--- src/rtl/detect_event_logger.sv ---
// Timestamps rising edges of an upstream detector into a small FIFO and keeps
// a saturating event count plus a sticky drop flag.
module detect_event_logger #(
   parameter int DEPTH = 4,
   parameter int TS_W  = 16,
   parameter int CNT_W = 16
) (
   input  logic             i_clk,
   input  logic             i_rst_n,
   input  logic             i_detect,
   input  logic             i_clear,
   input  logic             i_ts_ready,
   output logic             o_ts_valid,
   output logic [TS_W-1:0]  o_ts_data,
   output logic [CNT_W-1:0] o_count,
   output logic             o_overflow
);

   localparam int AW = (DEPTH > 1) ? $clog2(DEPTH) : 1;
   localparam logic [AW:0] FULL_OCC = (AW+1)'(DEPTH);

   logic [TS_W-1:0]  mem [DEPTH];
   logic [AW-1:0]    wr_ptr;
   logic [AW-1:0]    rd_ptr;
   logic [AW:0]      occ;
   logic             d_prev;
   logic [TS_W-1:0]  timer;
   logic [CNT_W-1:0] count;
   logic             overflow;

   logic det_event;
   logic fifo_full;
   logic pop;
   logic push;

   // A pop frees the slot the same edge, so a full FIFO still accepts a push
   // when the consumer is draining it.
   always_comb begin
      det_event = i_detect & ~d_prev;
      fifo_full = (occ == FULL_OCC);
      pop       = (occ != '0) & i_ts_ready;
      push      = det_event & (~fifo_full | pop);
   end

   always_ff @(posedge i_clk or negedge i_rst_n) begin
      if (!i_rst_n) begin
         d_prev   <= 1'b0;
         timer    <= '0;
         count    <= '0;
         overflow <= 1'b0;
         wr_ptr   <= '0;
         rd_ptr   <= '0;
         occ      <= '0;
      end else begin
         d_prev <= i_detect;
         if (i_clear) begin
            timer    <= '0;
            count    <= '0;
            overflow <= 1'b0;
            wr_ptr   <= '0;
            rd_ptr   <= '0;
            occ      <= '0;
         end else begin
            timer <= timer + TS_W'(1);
            if (det_event && (count != '1))
               count <= count + CNT_W'(1);
            if (det_event && fifo_full && !pop)
               overflow <= 1'b1;
            if (push)
               wr_ptr <= wr_ptr + AW'(1);
            if (pop)
               rd_ptr <= rd_ptr + AW'(1);
            case ({push, pop})
               2'b10:   occ <= occ + (AW+1)'(1);
               2'b01:   occ <= occ - (AW+1)'(1);
               default: occ <= occ;
            endcase
         end
      end
   end

   // Storage needs no reset; occupancy alone decides what is visible.
   always_ff @(posedge i_clk) begin
      if (push && !i_clear)
         mem[wr_ptr] <= timer;
   end

   assign o_ts_valid = (occ != '0);
   assign o_ts_data  = o_ts_valid ? mem[rd_ptr] : '0;
   assign o_count    = count;
   assign o_overflow = overflow;

endmodule

--- config.mk ---
export PLATFORM = sky130hd
export DESIGN_NAME = detect_event_logger
export DESIGN_NICKNAME = d
export VERILOG_FILES = /design/src/rtl/detect_event_logger.sv
export SDC_FILE = /design/constraint.sdc
export NUM_CORES = 1
export LEC_CHECK = 0
export CORE_MARGIN = 2
export CORE_UTILIZATION = 47
export DETAILED_ROUTE_END_ITERATION = 7
export HOLD_SLACK_MARGIN = 0.06
export PLACE_DENSITY_LB_ADDON = 0.12
export SETUP_SLACK_MARGIN = 0.3
export SLEW_MARGIN = 20
export SYNTH_ARGS = -nofsm -noshare
export SYNTH_HDL_FRONTEND = slang
export SYNTH_SLANG_ARGS = --single-unit
--- constraint.sdc ---
create_clock -name i_clk -period 6.45 [get_ports i_clk]
set_input_delay 1.6125 -clock i_clk [delete_from_list [all_inputs] [get_ports i_clk]]
set_output_delay 1.6125 -clock i_clk [all_outputs]
set_load 0.01 [all_outputs]
==> run metrics <==
crit path kind=register to output pin; CP Data Arrival Time=roughly 2.5 ns; CTS clk-pin slew, worst paths=~0.090 ns; max-slew violation count=0; Final Hold Viols=0; Die H=103 um; Die ar.=0.0106 mm^2; Clock Root Buffer=clkbuf_8; TritonCTS clock tree=yes; Initial DRC Count=76; Max Cap Viol=0; CP peak stage delay=roughly 0.56 ns; Die X=approximately 100 um; HPWL Detailed=5110 um; Avg Inst Size Synth=13.8 um^2; port bufs=38; Area Overhead vs Synth=14.7%; clock latency on the worst-skew pair=0.36 ns; pwr dens=between 200 and 250 mW/mm^2; GPL Wtd Cong=0.770; total grt overflow=0; largest net degree at the start of global routing=between 40 and 50; skew final=about 0.0086 ns; Worst path slowest cell=dfrtp_1; number of synthesized flops with an enable pin=64; RSZ-0062 raised after global routing=no; PostCTS Resize Cnt=0; Remaining DRCs=0; final period utilization=roughly 63%; pre-CTS setup slack=2.52 ns; Post-CTS Setup Bufs=0; first-pass GRT wire length=~13000 um; Worst Path Required=4.84 ns; worst path bufs/invs=2; WL/cell=15.7 um; Hold Crit Class=register to register; initial antenna violation count=0; cell breakdown of the critical path=buf_4, mux4_2, and2_1, clkdlybuf4s50_1; cells after synthesis=334; post-route ant nets=0; Synthesized Nets=346; most common library cells after synthesis=64 x edfxtp_1, 41 x dfrtp_1, 41 x nor2_1; Setup Total Neg Slack=0 ns; clock period minus worst slack=between 4 and 5 ns; Post-CTS Hold Buffers=0; synthesized area=roughly 0.0046 mm^2; Synth cell types=~40; Starting Density=between 40% and 50%; core region area=just under 0.01 mm^2; Fillers=roughly 830; ys flop type=edfxtp_1; I/O pin count=39; clock buffer count from CTS=9; Core Util, Final=55.0%; largest cells by area after synthesis=edfxtp_1 42%, dfrtp_1 22%, mux4_2 7.8%; sequential cell area=0.00295 mm^2; final WL=slightly below 8000 um; leading area contributor after synthesis=edfxtp_1; Leakage=1.86 nW; worst vdd ir=roughly 110 uV; top cell type's share of synthesized area=about two fifths; CP top delay family=buffers and inverters; slew margin rel.=between 30% and 40%; H-tree levels=3; Final nets=379; startpoint types=register; DR pass1 iterations=4; CTS max path bufs=2; synthesis warning total=0; outcome=finished, final reports clean; fmax=0.245 GHz; Slew @ Worst Pin=0.910 ns; clk sinks=about 110; critical path capture point type=output pin; count leader, synth=edfxtp_1; # diodes=0; GR Util All Layers=between 10% and 20%; vias per cell=around 5.2; layout cells sized above 1=11.3%; final setup vio count=0; area of the multi-input gates=about 0.0016 mm^2; Max FO, Critical Path=13; DR vias=roughly 2600; sequential area share after synthesis=a little under two thirds; post-route setup slack=2.37 ns; Rows=36; Seq cells post-synth=roughly 110; async set-reset flop share out of synthesis=39.0%; vias in the first global route=~2600
[final timing paths]
check,from,to,slack [ns],cells after the start
min in group asynchronous,i_rst_n,occ[2]$_DFFE_PN0P_,1.37,1
setup / recovery,rd_ptr[0]$_DFFE_PN0P_,o_ts_data[15],2.37,4
setup reg to reg,occ[1]$_DFFE_PN0P_,occ[2]$_DFFE_PN0P_,3.95,7
hold / removal,o_overflow$_DFFE_PN0P_,o_overflow$_DFFE_PN0P_,0.53,2
max in group asynchronous,i_rst_n,timer[7]$_DFF_PN0_,4.51,1
hold reg to reg,o_overflow$_DFFE_PN0P_,o_overflow$_DFFE_PN0P_,0.53,2
[sequential cells by signal, summed over array words and instances (netlist names)]
register,flops
rd_ptr,2
wr_ptr,2
mem,64
d_prev,1
occ,3
o_count,16
timer,16
o_overflow,1
[cell families (layout without fill, tap and decap cells)]
kind of cell / count (synthesis) / in the layout / synth area share, %
compound gates: 18 / 18 / 2.25
xor+xnor: 32 / 32 / 6.07
fa+ha+maj: 7 / 7 / 2.06
buf+inv: 24 / 62 / 2.03
flops: 105 / 105 / 63.8
mux: 18 / 18 / 8.23
simple gates: 130 / 130 / 15.5
[cell usage in the layout (no fill, tap or decap), types with 2 or more instances in the layout]
| master | n |
|---|---|
| edfxtp_1 | 64 |
| nor2_1 | 41 |
| dfrtp_1 | 41 |
| clkdlybuf4s50_1 | 37 |
| xnor2_1 | 22 |
| and2_1 | 21 |
| nand2_1 | 18 |
| mux4_2 | 16 |
| nor3_1 | 13 |
| xor2_1 | 10 |
| nand3_1 | 10 |
| clkbuf_8 | 9 |
| inv_1 | 6 |
| o21ai_0 | 6 |
| a21oi_1 | 6 |
| ha_1 | 6 |
| nand4_1 | 5 |
| or3_1 | 3 |
| nor4b_2 | 3 |
| nor2b_1 | 2 |
| and3_1 | 2 |
| nor3b_1 | 2 |
| mux2i_1 | 2 |
| o211ai_1 | 2 |
| clkinv_2 | 2 |
| inv_6 | 2 |
| buf_4 | 2 |
[per-stage QoR]
stage	total power [W]	cells	area, um^2	hold WS (ns)
finish	0.00128	505	5300	0.527
global route	0.00133	505	5300	0.581
CTS	0.00129	505	5300	0.528
detailed placement	0.000901	489	5100	0.506
global placement	0.000900	489	5100	0.512
floorplan	0.000838	334	4620	0.494
[routing by layer]
layer | part of all wire [%] | up-vias | GRT usage [%]
met2 | 48 | 45 | 26.1
li1 | - | 1264 | -
met3 | 3.0 | 11 | 2.64
met1 | 47 | 1313 | 23.8
met5 | 0 | - | 0
met4 | 1.7 | 0 | 6.98
[report_power, final]
| part | leakage, nW | internal, W | switching, W |
|---|---|---|---|
| Combinational | 0.602 | 0.0000790 | 0.0000659 |
| Clock | 0.0974 | 0.000180 | 0.000218 |
| Sequential | 1.16 | 0.000721 | 0.0000169 |
| Total | 1.86 | 0.000980 | 0.000301 |
[worst reg2reg max path: cells and delay by family (launching register included)]
kind,cells,cell delay (ns)
adder cells (fa/ha/maj),1,0.46
AO/OA/AOI/OAI,2,0.30
flip-flops,1,0.50
AND/OR/NAND/NOR,4,1.16
[final cells by class]
| class | instances | area share [%] |
|---|---|---|
| inverters | 6 | 0.425 |
| clock inverters | 7 | 1.30 |
| flip-flops and latches | 105 | 55.6 |
| multi-input cells | 205 | 29.8 |
| repair buffers | 40 | 7.37 |
| well taps | 133 | 3.14 |
| clock buffers | 9 | 2.34 |
(Power assumes the default switching activity.)
